<file path="config.mk">
export PLATFORM = sky130hd
export DESIGN_NAME = sync_frame_tx
export DESIGN_NICKNAME = d
export VERILOG_FILES = /design/src/rtl/sync_frame_tx.sv
export SDC_FILE = /design/constraint.sdc
export NUM_CORES = 1
export LEC_CHECK = 0
export ABC_AREA = 1
export BUFFER_PORTS_ARGS = -buffer_cell sky130_fd_sc_hd__buf_2
export CAP_MARGIN = 5
export CORE_MARGIN = 2
export CORE_UTILIZATION = 57
export DETAILED_ROUTE_END_ITERATION = 7
export PLACE_DENSITY_LB_ADDON = 0.2
export SETUP_SLACK_MARGIN = 0.02
export SLEW_MARGIN = 20
export SYNTH_ARGS = -nofsm -noshare
export SYNTH_HDL_FRONTEND = slang
export SYNTH_SLANG_ARGS = --single-unit
</file>
<file path="constraint.sdc">
create_clock -name Clock -period 3.4 [get_ports Clock]
set_input_delay 0.51 -clock Clock [delete_from_list [all_inputs] [get_ports Clock]]
set_output_delay 0.51 -clock Clock [all_outputs]
set_load 0.1 [all_outputs]
</file>
<file path="src/rtl/sync_frame_tx.sv">
// sync_frame_tx: serialises one payload word per frame onto w as 1,1,0,1 sync, payload MSB first, optional parity.
// Ports:
//   Clock      - single clock, rising edge
//   Reset      - synchronous active-low reset
//   data_in    - payload word, captured on acceptance
//   data_valid - producer offers data_in
//   data_ready - registered, high only in IDLE after reset release
//   w          - registered serial line, idles at 0
//   busy       - registered, high while w carries frame bits
//   done       - registered, pulses with the last frame bit
// Build option: define SYNC_FRAME_TX_PARITY_EN to append an even-parity bit after the payload.
module sync_frame_tx #(
    parameter int PAYLOAD_W = 8
) (
    input  logic                 Clock,
    input  logic                 Reset,
    input  logic [PAYLOAD_W-1:0] data_in,
    input  logic                 data_valid,
    output logic                 data_ready,
    output logic                 w,
    output logic                 busy,
    output logic                 done
);
    localparam int CW = $clog2(PAYLOAD_W + 1);
    localparam logic [CW-1:0] LAST = CW'(PAYLOAD_W - 1);
    typedef enum logic [1:0] {
        IDLE,
        SYNC,
`ifdef SYNC_FRAME_TX_PARITY_EN
        DATA,
        PARITY
`else
        DATA
`endif
    } state_t;
    state_t               state, state_n;
    logic [1:0]           sync_cnt, sync_cnt_n;
    logic [CW-1:0]        cnt, cnt_n;
    logic [PAYLOAD_W-1:0] sr, sr_n;
    logic                 w_n, busy_n, done_n, ready_n;
    logic                 accept;
`ifdef SYNC_FRAME_TX_PARITY_EN
    logic                 par, par_n;
`endif
    // data_ready is registered, so the first IDLE cycle after reset cannot accept
    assign accept = (state == IDLE) && data_ready && data_valid;
    always_ff @(posedge Clock) begin
        if (!Reset) begin
            state      <= IDLE;
            sync_cnt   <= '0;
            cnt        <= '0;
            sr         <= '0;
            w          <= 1'b0;
            busy       <= 1'b0;
            done       <= 1'b0;
            data_ready <= 1'b0;
`ifdef SYNC_FRAME_TX_PARITY_EN
            par        <= 1'b0;
`endif
        end else begin
            state      <= state_n;
            sync_cnt   <= sync_cnt_n;
            cnt        <= cnt_n;
            sr         <= sr_n;
            w          <= w_n;
            busy       <= busy_n;
            done       <= done_n;
            data_ready <= ready_n;
`ifdef SYNC_FRAME_TX_PARITY_EN
            par        <= par_n;
`endif
        end
    end
    always_comb begin
        state_n    = state;
        sync_cnt_n = sync_cnt;
        cnt_n      = cnt;
        sr_n       = sr;
`ifdef SYNC_FRAME_TX_PARITY_EN
        par_n      = accept ? ^data_in : par;
`endif
        case (state)
            IDLE: begin
                if (accept) begin
                    state_n    = SYNC;
                    sync_cnt_n = '0;
                    cnt_n      = '0;
                    sr_n       = data_in;
                end
            end
            SYNC: begin
                sync_cnt_n = sync_cnt + 2'd1;
                state_n    = (sync_cnt == 2'd3) ? DATA : SYNC;
            end
            DATA: begin
                // shifting as each bit leaves keeps the next bit at the MSB
                sr_n  = sr << 1;
                cnt_n = (cnt == LAST) ? '0 : cnt + 1'b1;
`ifdef SYNC_FRAME_TX_PARITY_EN
                state_n = (cnt == LAST) ? PARITY : DATA;
`else
                state_n = (cnt == LAST) ? IDLE : DATA;
`endif
            end
`ifdef SYNC_FRAME_TX_PARITY_EN
            PARITY: state_n = IDLE;
`endif
            default: state_n = IDLE;
        endcase
    end
    // outputs are derived from the upcoming state so they can be registered without lag
    always_comb begin
        busy_n  = state_n != IDLE;
        ready_n = state_n == IDLE;
`ifdef SYNC_FRAME_TX_PARITY_EN
        w_n    = (state_n == SYNC) ? (sync_cnt_n != 2'd2) :
                 (state_n == DATA) ? sr_n[PAYLOAD_W-1] :
                 (state_n == PARITY) && par_n;
        done_n = state_n == PARITY;
`else
        w_n    = (state_n == SYNC) ? (sync_cnt_n != 2'd2) :
                 (state_n == DATA) && sr_n[PAYLOAD_W-1];
        done_n = (state_n == DATA) && (cnt_n == LAST);
`endif
    end
endmodule

</file>
---- After elaboration in Yosys (flattened, before gate mapping) ----
Index checks and enable logic that the tools add are counted.
word-level totals
  register bits after elaboration ......... 20
  latch bits .............................. 0
  bits in writable memories ............... 0
  ROM bits ................................ 0
  memories kept ........................... 0
operators by class
  $add $sub $neg .......................... 2
  $mul .................................... 0
  div/mod/pow operators ................... 0
  order comparisons ....................... 0
  eq/ne operators ......................... 9
  shifts and indexed selects .............. 0
  muxes and demuxes ....................... 12
  bitwise logic cells ..................... 0
  reduce and logical (&&, ||, !) cells .... 9
operator list
  kind                 number
  $pmux 8 s2           1
  $eq 4x3->1 const B   2
  $mux 2               4
  $mux 4               2
  $mux 8               1
  $pmux 4 s2           1
  $eq 2x2->1 const B   3
  $pmux 2 s3           1
  $add 4x1->4 const B  1
  $eq 2x1->1 const B   2
  $logic_and 1x1->1    4
  $logic_not 2->1      2
  $ne 2x2->1 const B   2
  $pmux 2 s2           1
  $reduce_bool 2->1    2
  $add 2x1->2 const B  1
  $reduce_and 2->1     1
  $mux 1               1

---- Depth between registers and ports, before layout ----
Gate-level depths: netlist (run 1).
  word-level depth ........................ 8
  depth in mapped cells ................... 8
  gate-level depth less buffers ........... 8

---- Worst setup path after synthesis (run 1) ----
Ideal clock, no wire load.
  kind .................................... register to register
  start ................................... register data_ready
  end ..................................... register w
  setup time .............................. 0.113 ns
  arrival ................................. 1.721 ns
  path slack .............................. 1.566 ns
  cell stages (with the launch flop) ...... 9
  buffers on the path ..................... 1
  cell sequence ........................... dfxtp_1 -> nand2_1 -> nand2_2 -> nand2_2 -> buf_6 -> nand2_1 -> nand3_1 -> nand3_1 -> nand2_1
on the way
  word-level cells in the longest chain between the ends .. 7
  elaborated cells between the ends (all ways) .. 13
ends and longest elaborated chain
  what                              line  text
  start, declared                   19    output logic data_ready,
  start signal, assigned            68    data_ready <= ready_n;
  $logic_and 1x1->1 * (2 in a row)  46    assign accept = (state == IDLE) && data_ready && data_valid;
  $mux 2                            84    if (accept) begin
  $pmux 2 s3                        82    case (state)
  $eq 2x2->1                        122   (state_n == DATA) && sr_n[PAYLOAD_W-1];
  $logic_and 1x1->1                 122
  $mux 1 *                          121   w_n = (state_n == SYNC) ? (sync_cnt_n != 2'd2) :
  end signal, assigned              65    w <= w_n;
  end, declared                     20    output logic w,
Mark *: on every way between the ends. The rest lies on a longest branch, timed or not. The select of a mux whose other input is x is not followed.
A chain may end at the register's enable or synchronous reset.

---- Worst setup path in the final report (run 1) ----
  start ................................... register data_ready
  end ..................................... output port data_ready
No word-level cell between the ends.

==> results.toml, run 1 <==
[pwr]
power_density_nw_per_um2 = 497
p_total_uw = 518
total_leakage_power_nw = 0.476
ir_drop_mv = 0.363

[die]
die_area_sq_um = 1940
die_x_um = 44.1
initial_core_util_pct = 60.7
io_pins = 15
dieHeight_um = 44.1
std_cell_rows = 14
design.core.area_sq_um = 1510

[synthesis]
syn_area_per_cell_sq_um = 7.38
synth-seq-area-share_pct = 43.8
synthAdderAreaFrac_pct = 2.74
synth_area_sq_um = 915
synth_top_area_cell = "dfxtp_1"
synth_compound_area_share_pct = 8.76
synthTopCellsByArea = "dfxtp_1 (44%), nand2_1 (18%), nand3_1 (4.9%), inv_1 (4.5%), a31oi_1 (4.1%)"
synth_xor_area_share_pct = 0
synth-simple-area-share_pct = 37.3
synthMuxAreaShare_pct = 0
synth.top_cell.area_share_pct = 43.8
ys_types = 21
postSynthCellCount = 124
synth_nets = 137
yosysWarnings = 0
ys_ff_latch = 20
synth_top_family_by_area = "simple AND/OR/NAND/NOR gates"

[route]
dr.pass1.iters = 3
drc = 0
wl_per_cell_um = 11.1
vias = 819
first_iter_violations = 6
vias_per_cell = 5.25
ant_nets = 0
finalWirelength_um = 1730

[sta]
relSlewSlack_pct = 67.1
tns_ns = 0
slew_violations = 0
min_period_ns = 1.61
clock-skew-final_ns = 0.00326
worstMarginPinSlew_ns = 0.494
fmax_ghz = 0.622
rsz0062_at_grt = "false"
finalSetupViolCount = 0
period_share_pct = 47.3
hold_violations = 0

[worst_setup_path]
max_stage_delay_ns = 0.43
startpoint_type = "flip-flop"
path_cells = "buf_2"
r2r_start = "state[1]"
critPathArrivalTime_ns = 1.10
path_delay_family = "buffers and inverters"
reg2reg_depth = 6
crit_path_end_kind = "output pin"
reg2reg_to = "busy"
rrSetupSlack_ns = 2.12
worst-path-max-fanout = 3
worst-path-buf-inv = 1
worst_path_max_delay_cell = "buf_2"
crit_type = "flip-flop to output pin"
required_ns = 2.89

[clock_tree]
numCtsBuffers = 3
clk_latency_ns = 0.30
cts.clk_slew.worst_paths_ns = 0.11
cts-root-buf = "clkbuf_4"
postCtsSetupBuffers = 0
cts-resized-gates = 0
htree_levels = 1
cts_hold_buf = 0
clockBufferDepth = 2
cts_tree = "yes"
cts_sinks = 20

[finish]
instances_no_fill = 156
multiInputGateArea_sq_um = 447
areaGrowthSynthToFinish_pct = 14.0
diodes = 0
seq_area_sq_um = 400
nets = 154
utilization_pct = 69.2
fillers = 133
drive_gt1_share_pct = 25.0

[min_path]
hold_class = "input port to flip-flop"
hold_path_startpoint = "data_in[0]"
hold_depth = 3
hold_end = "sr[0]"

[global_routing]
grt_overflow = 0
grt_start_max_net_pins = 16
grt_pass1_vias = 746
antenna_found_initial = 0
grt_pass1_wl_um = 2880
grt_use_total_pct = 20.6

[placed_design]
numPortBuffers = 14
placed_cells = 152
place_hpwl_um = 1340
place_congestion = 0.816

[run]
maxCapViolations = 0

[status]
outcome = "finished clean"
==> worst max-delay path by stage <==
| stage | from | endpoint | slack, ns | cells past startpoint |
|---|---|---|---|---|
| 6_report | data_ready | data_ready | 1.79 | 1 |
| 4_1_cts | data_ready | data_ready | 1.78 | 1 |
| 2_1_floorplan | data_ready | w | 1.57 | 8 |
| 3_5_place_dp | data_valid | done | 1.97 | 8 |
| 5_1_grt | data_ready | data_ready | 1.75 | 1 |
| 3_3_place_gp | data_valid | done | 2.02 | 8 |
==> through the flow <==
stage               setup WS, ns  area (sq um)  hold slack, ns
finish                      1.79          1040           0.442
global route                1.75          1040           0.454
CTS                         1.78          1040           0.435
detailed placement          1.97           990           0.472
global placement            2.02           990           0.466
floorplan                   1.57           915           0.439
==> layout make-up <==
cell class              instances  area share, %
multi-input cells              88           42.9
flip-flops and latches         20           38.4
repair buffers                 14           6.72
inverters                      14           5.04
clock inverters                 1           2.88
clock buffers                   3           2.16
well taps                      16           1.92
==> flip-flops by register name (all words and copies together), names as in the netlist <==
signal      flops
sync_cnt        2
busy            1
w               1
done            1
cnt             4
sr              8
state           2
data_ready      1
==> report_power, final <==
group	switching, mW	internal [mW]
clock network	0.0740	0.119
logic	0.0557	0.0190
registers	0.00601	0.245
total	0.136	0.383
==> per-layer routing <==
layer  wire length (um)  global-route usage (%)
met5                  0                       0
met4                 52                    15.8
met3                 65                    4.49
met2                851                    34.4
met1                764                    22.5
==> synth_stat cells <==
cell / instances
nand3_1: 9
nand3b_1: 1
nand4_1: 2
nor2_1: 3
nor3_1: 1
a21oi_1: 5
and2_1: 1
ha_1: 2
dfxtp_1: 20
nand3_2: 1
nor2_4: 1
o21ai_2: 2
inv_1: 11
a31oi_1: 6
nor2_2: 3
nand2_1: 44
buf_6: 1
inv_2: 3
nand2_2: 6
nand2_4: 1
clkbuf_1: 1
==> cells in the final DEF, fill, tap and decap left out, drive strengths merged <==
cell / n
a31oi: 6
nand4: 2
ha: 2
o21ai: 2
inv: 14
dfxtp: 20
nor2: 7
buf: 14
a21oi: 5
nor3: 1
bufinv: 1
nand3: 10
and2: 1
nand3b: 1
clkbuf: 3
nand2: 51
==> kinds of logic (layout without fill, tap and decap cells) <==
family                     count (synthesis)  count (layout)
and+or+nand+nor                           73              73
DFF                                       20              20
buffers and inverters                     16              32
AOI/OAI and AO/OA                         13              13
adders and majority gates                  2               2
No activity file was read; power rests on OpenSTA's default activity.
==> inputs of run 2 (changes only) <==
Settings changed: CORE_UTILIZATION 57 to 48.
Clock period 3.4 ns to 1.4 ns, I/O delays scaled along.
==> results.toml, run 2 (synthesis gave the netlist of run 1 again) <==
[status]
outcome = "finished clean"

[sta]
tns_ns = 0
finalSetupViolCount = 0
rsz0062_at_grt = "false"
hold_ws_ns = 0.165
fmax_ghz = 0.777
slew_violations = 0
min_period_ns = 1.29
hold_violations = 0
relSlewSlack_pct = 67.7
period_share_pct = 92.0
worstMarginPinSlew_ns = 0.488
clock-skew-final_ns = 0.00176

[pwr]
total_leakage_power_nw = 0.487
ir_drop_mv = 0.715
power_density_nw_per_um2 = 1060

[finish]
nets = 157
layout_common_cells = "nand2_1 (44), dfxtp_1 (19), buf_2 (14)"
areaGrowthSynthToFinish_pct = 16.8
mostFrequentLayoutCell = "nand2_1"
largestRegisters = "sr (8), cnt (4)"
seq_area_sq_um = 404
regMostFlops = "sr"
fillers = 189
largest_reg_flops = 8
drive_gt1_share_pct = 27.3
diodes = 0
multiInputGateArea_sq_um = 452

[clock_tree]
clk_latency_ns = 0.30
postCtsSetupBuffers = 0
cts_hold_buf = 0
clockBufferDepth = 2
cts_sinks = 20
numCtsBuffers = 3
cts-root-buf = "clkbuf_4"
cts_tree = "yes"
htree_levels = 1
cts.clk_slew.worst_paths_ns = 0.11

[route]
wl_per_cell_um = 10.7
first_iter_violations = 18
vias_per_cell = 4.89
ant_nets = 0
dr.pass1.iters = 5
drc = 0
finalWirelength_um = 1800
vias = 822

[worst_setup_path]
required_ns = 1.19
critPathArrivalTime_ns = 1.08
max_stage_delay_ns = 0.42
worst-path-buf-inv = 1
reg2reg_to = "w"
worst-path-max-fanout = 3
startpoint_type = "flip-flop"
path_cells = "buf_2"
worst_path_max_delay_cell = "buf_2"
crit_path_end_kind = "output pin"
crit_type = "flip-flop to output pin"
critPathCapture = "data_ready"
crit_start = "data_ready"
worstSetupPathDepth = 1
reg2reg_depth = 7
path_delay_family = "buffers and inverters"
rrSetupSlack_ns = 0.16
r2r_start = "state[0]"

[global_routing]
grt_use_met2_pct = 30.8
antenna_found_initial = 0
use_met1_pct = 23.9
grt_pass1_wl_um = 2950
met3_usage_pct = 2.26
grt_use_total_pct = 18.7
grt_most_used_layer = "met2"
grt_overflow = 0
grt_start_max_net_pins = 12
grt_pass1_vias = 722

[die]
dieHeight_um = 47.7
die_x_um = 47.7
std_cell_rows = 15
initial_core_util_pct = 51.8
io_pins = 15
die_area_sq_um = 2270
design.core.area_sq_um = 1760

[placed_design]
place_hpwl_um = 1390
numPortBuffers = 14
place_congestion = 0.727

[min_path]
hold_class = "input port to flip-flop"
hold_path_startpoint = "data_in[4]"

[run]
maxCapViolations = 0
[run 2: changes by cell type in the layout (fill, tap and decap cells not counted), sizes merged]
cell,previous run,this run
clkbuf,3,4
buf,14,17
bufinv,1,0
[run 2: where the power goes]
part / total (mW) / internal (mW) / switching, mW
logic: 0.189 / 0.0491 / 0.140
registers: 0.610 / 0.594 / 0.0158
clock network: 0.329 / 0.159 / 0.170
[run 2: layout make-up]
cell class              count  share of cell area, %
clock buffers               4                   3.40
inverters                  14                   4.92
multi-input cells          88                   42.3
flip-flops and latches     20                   37.8
well taps                  25                   2.93
repair buffers             17                   8.67
[run 2: worst min path at each step]
| stage | endpoint | slack, ns | cells after the start |
|---|---|---|---|
| global placement | sr[0] | 0.46 | 2 |
| floorplan | cnt[1] | 0.31 | 2 |
| detailed placement | sr[5] | 0.47 | 2 |
| finish | sr[4] | 0.16 | 3 |
| global route | sync_cnt[1] | 0.17 | 3 |
| CTS | sync_cnt[1] | 0.16 | 3 |
[run 2: repair_timing]
item / 4_1_cts / 5_1_grt
resized for setup: 0 / 1
endpoints found under the hold margin: 0 / 0
endpoints found under the setup margin: 0 / 1
[run 2: worst reg2reg max path, cell delays in order (launching register included)]
cell	delay (ns)
dfxtp_1	0.39
inv_2	0.13
nand2_1	0.07
nor2_2	0.26
nand2_1	0.09
nand3_1	0.11
nand3_1	0.07
nand2_1	0.06
[run 2: metrics by stage]
step           instances  area, sq um  power (mW)  utilization [%]  setup slack, ns
6_report             168         1070        1.13             60.6            0.112
3_3_place_gp         164         1030       0.804             58.2            0.195
4_1_cts              168         1060        1.14             60.3           0.0970
3_5_place_dp         164         1030       0.809             58.2            0.144
5_1_grt              168         1070        1.18             60.6           0.0284
2_1_floorplan        124          918       0.770                -            0.103
[run 2: routing by layer]
metal / part of all wire (%) / vias to the layer above
li1: - / 435
met1: 47 / 369
met2: 48 / 14
met3: 3.4 / 4
met4: 1.9 / 0
met5: 0 / -
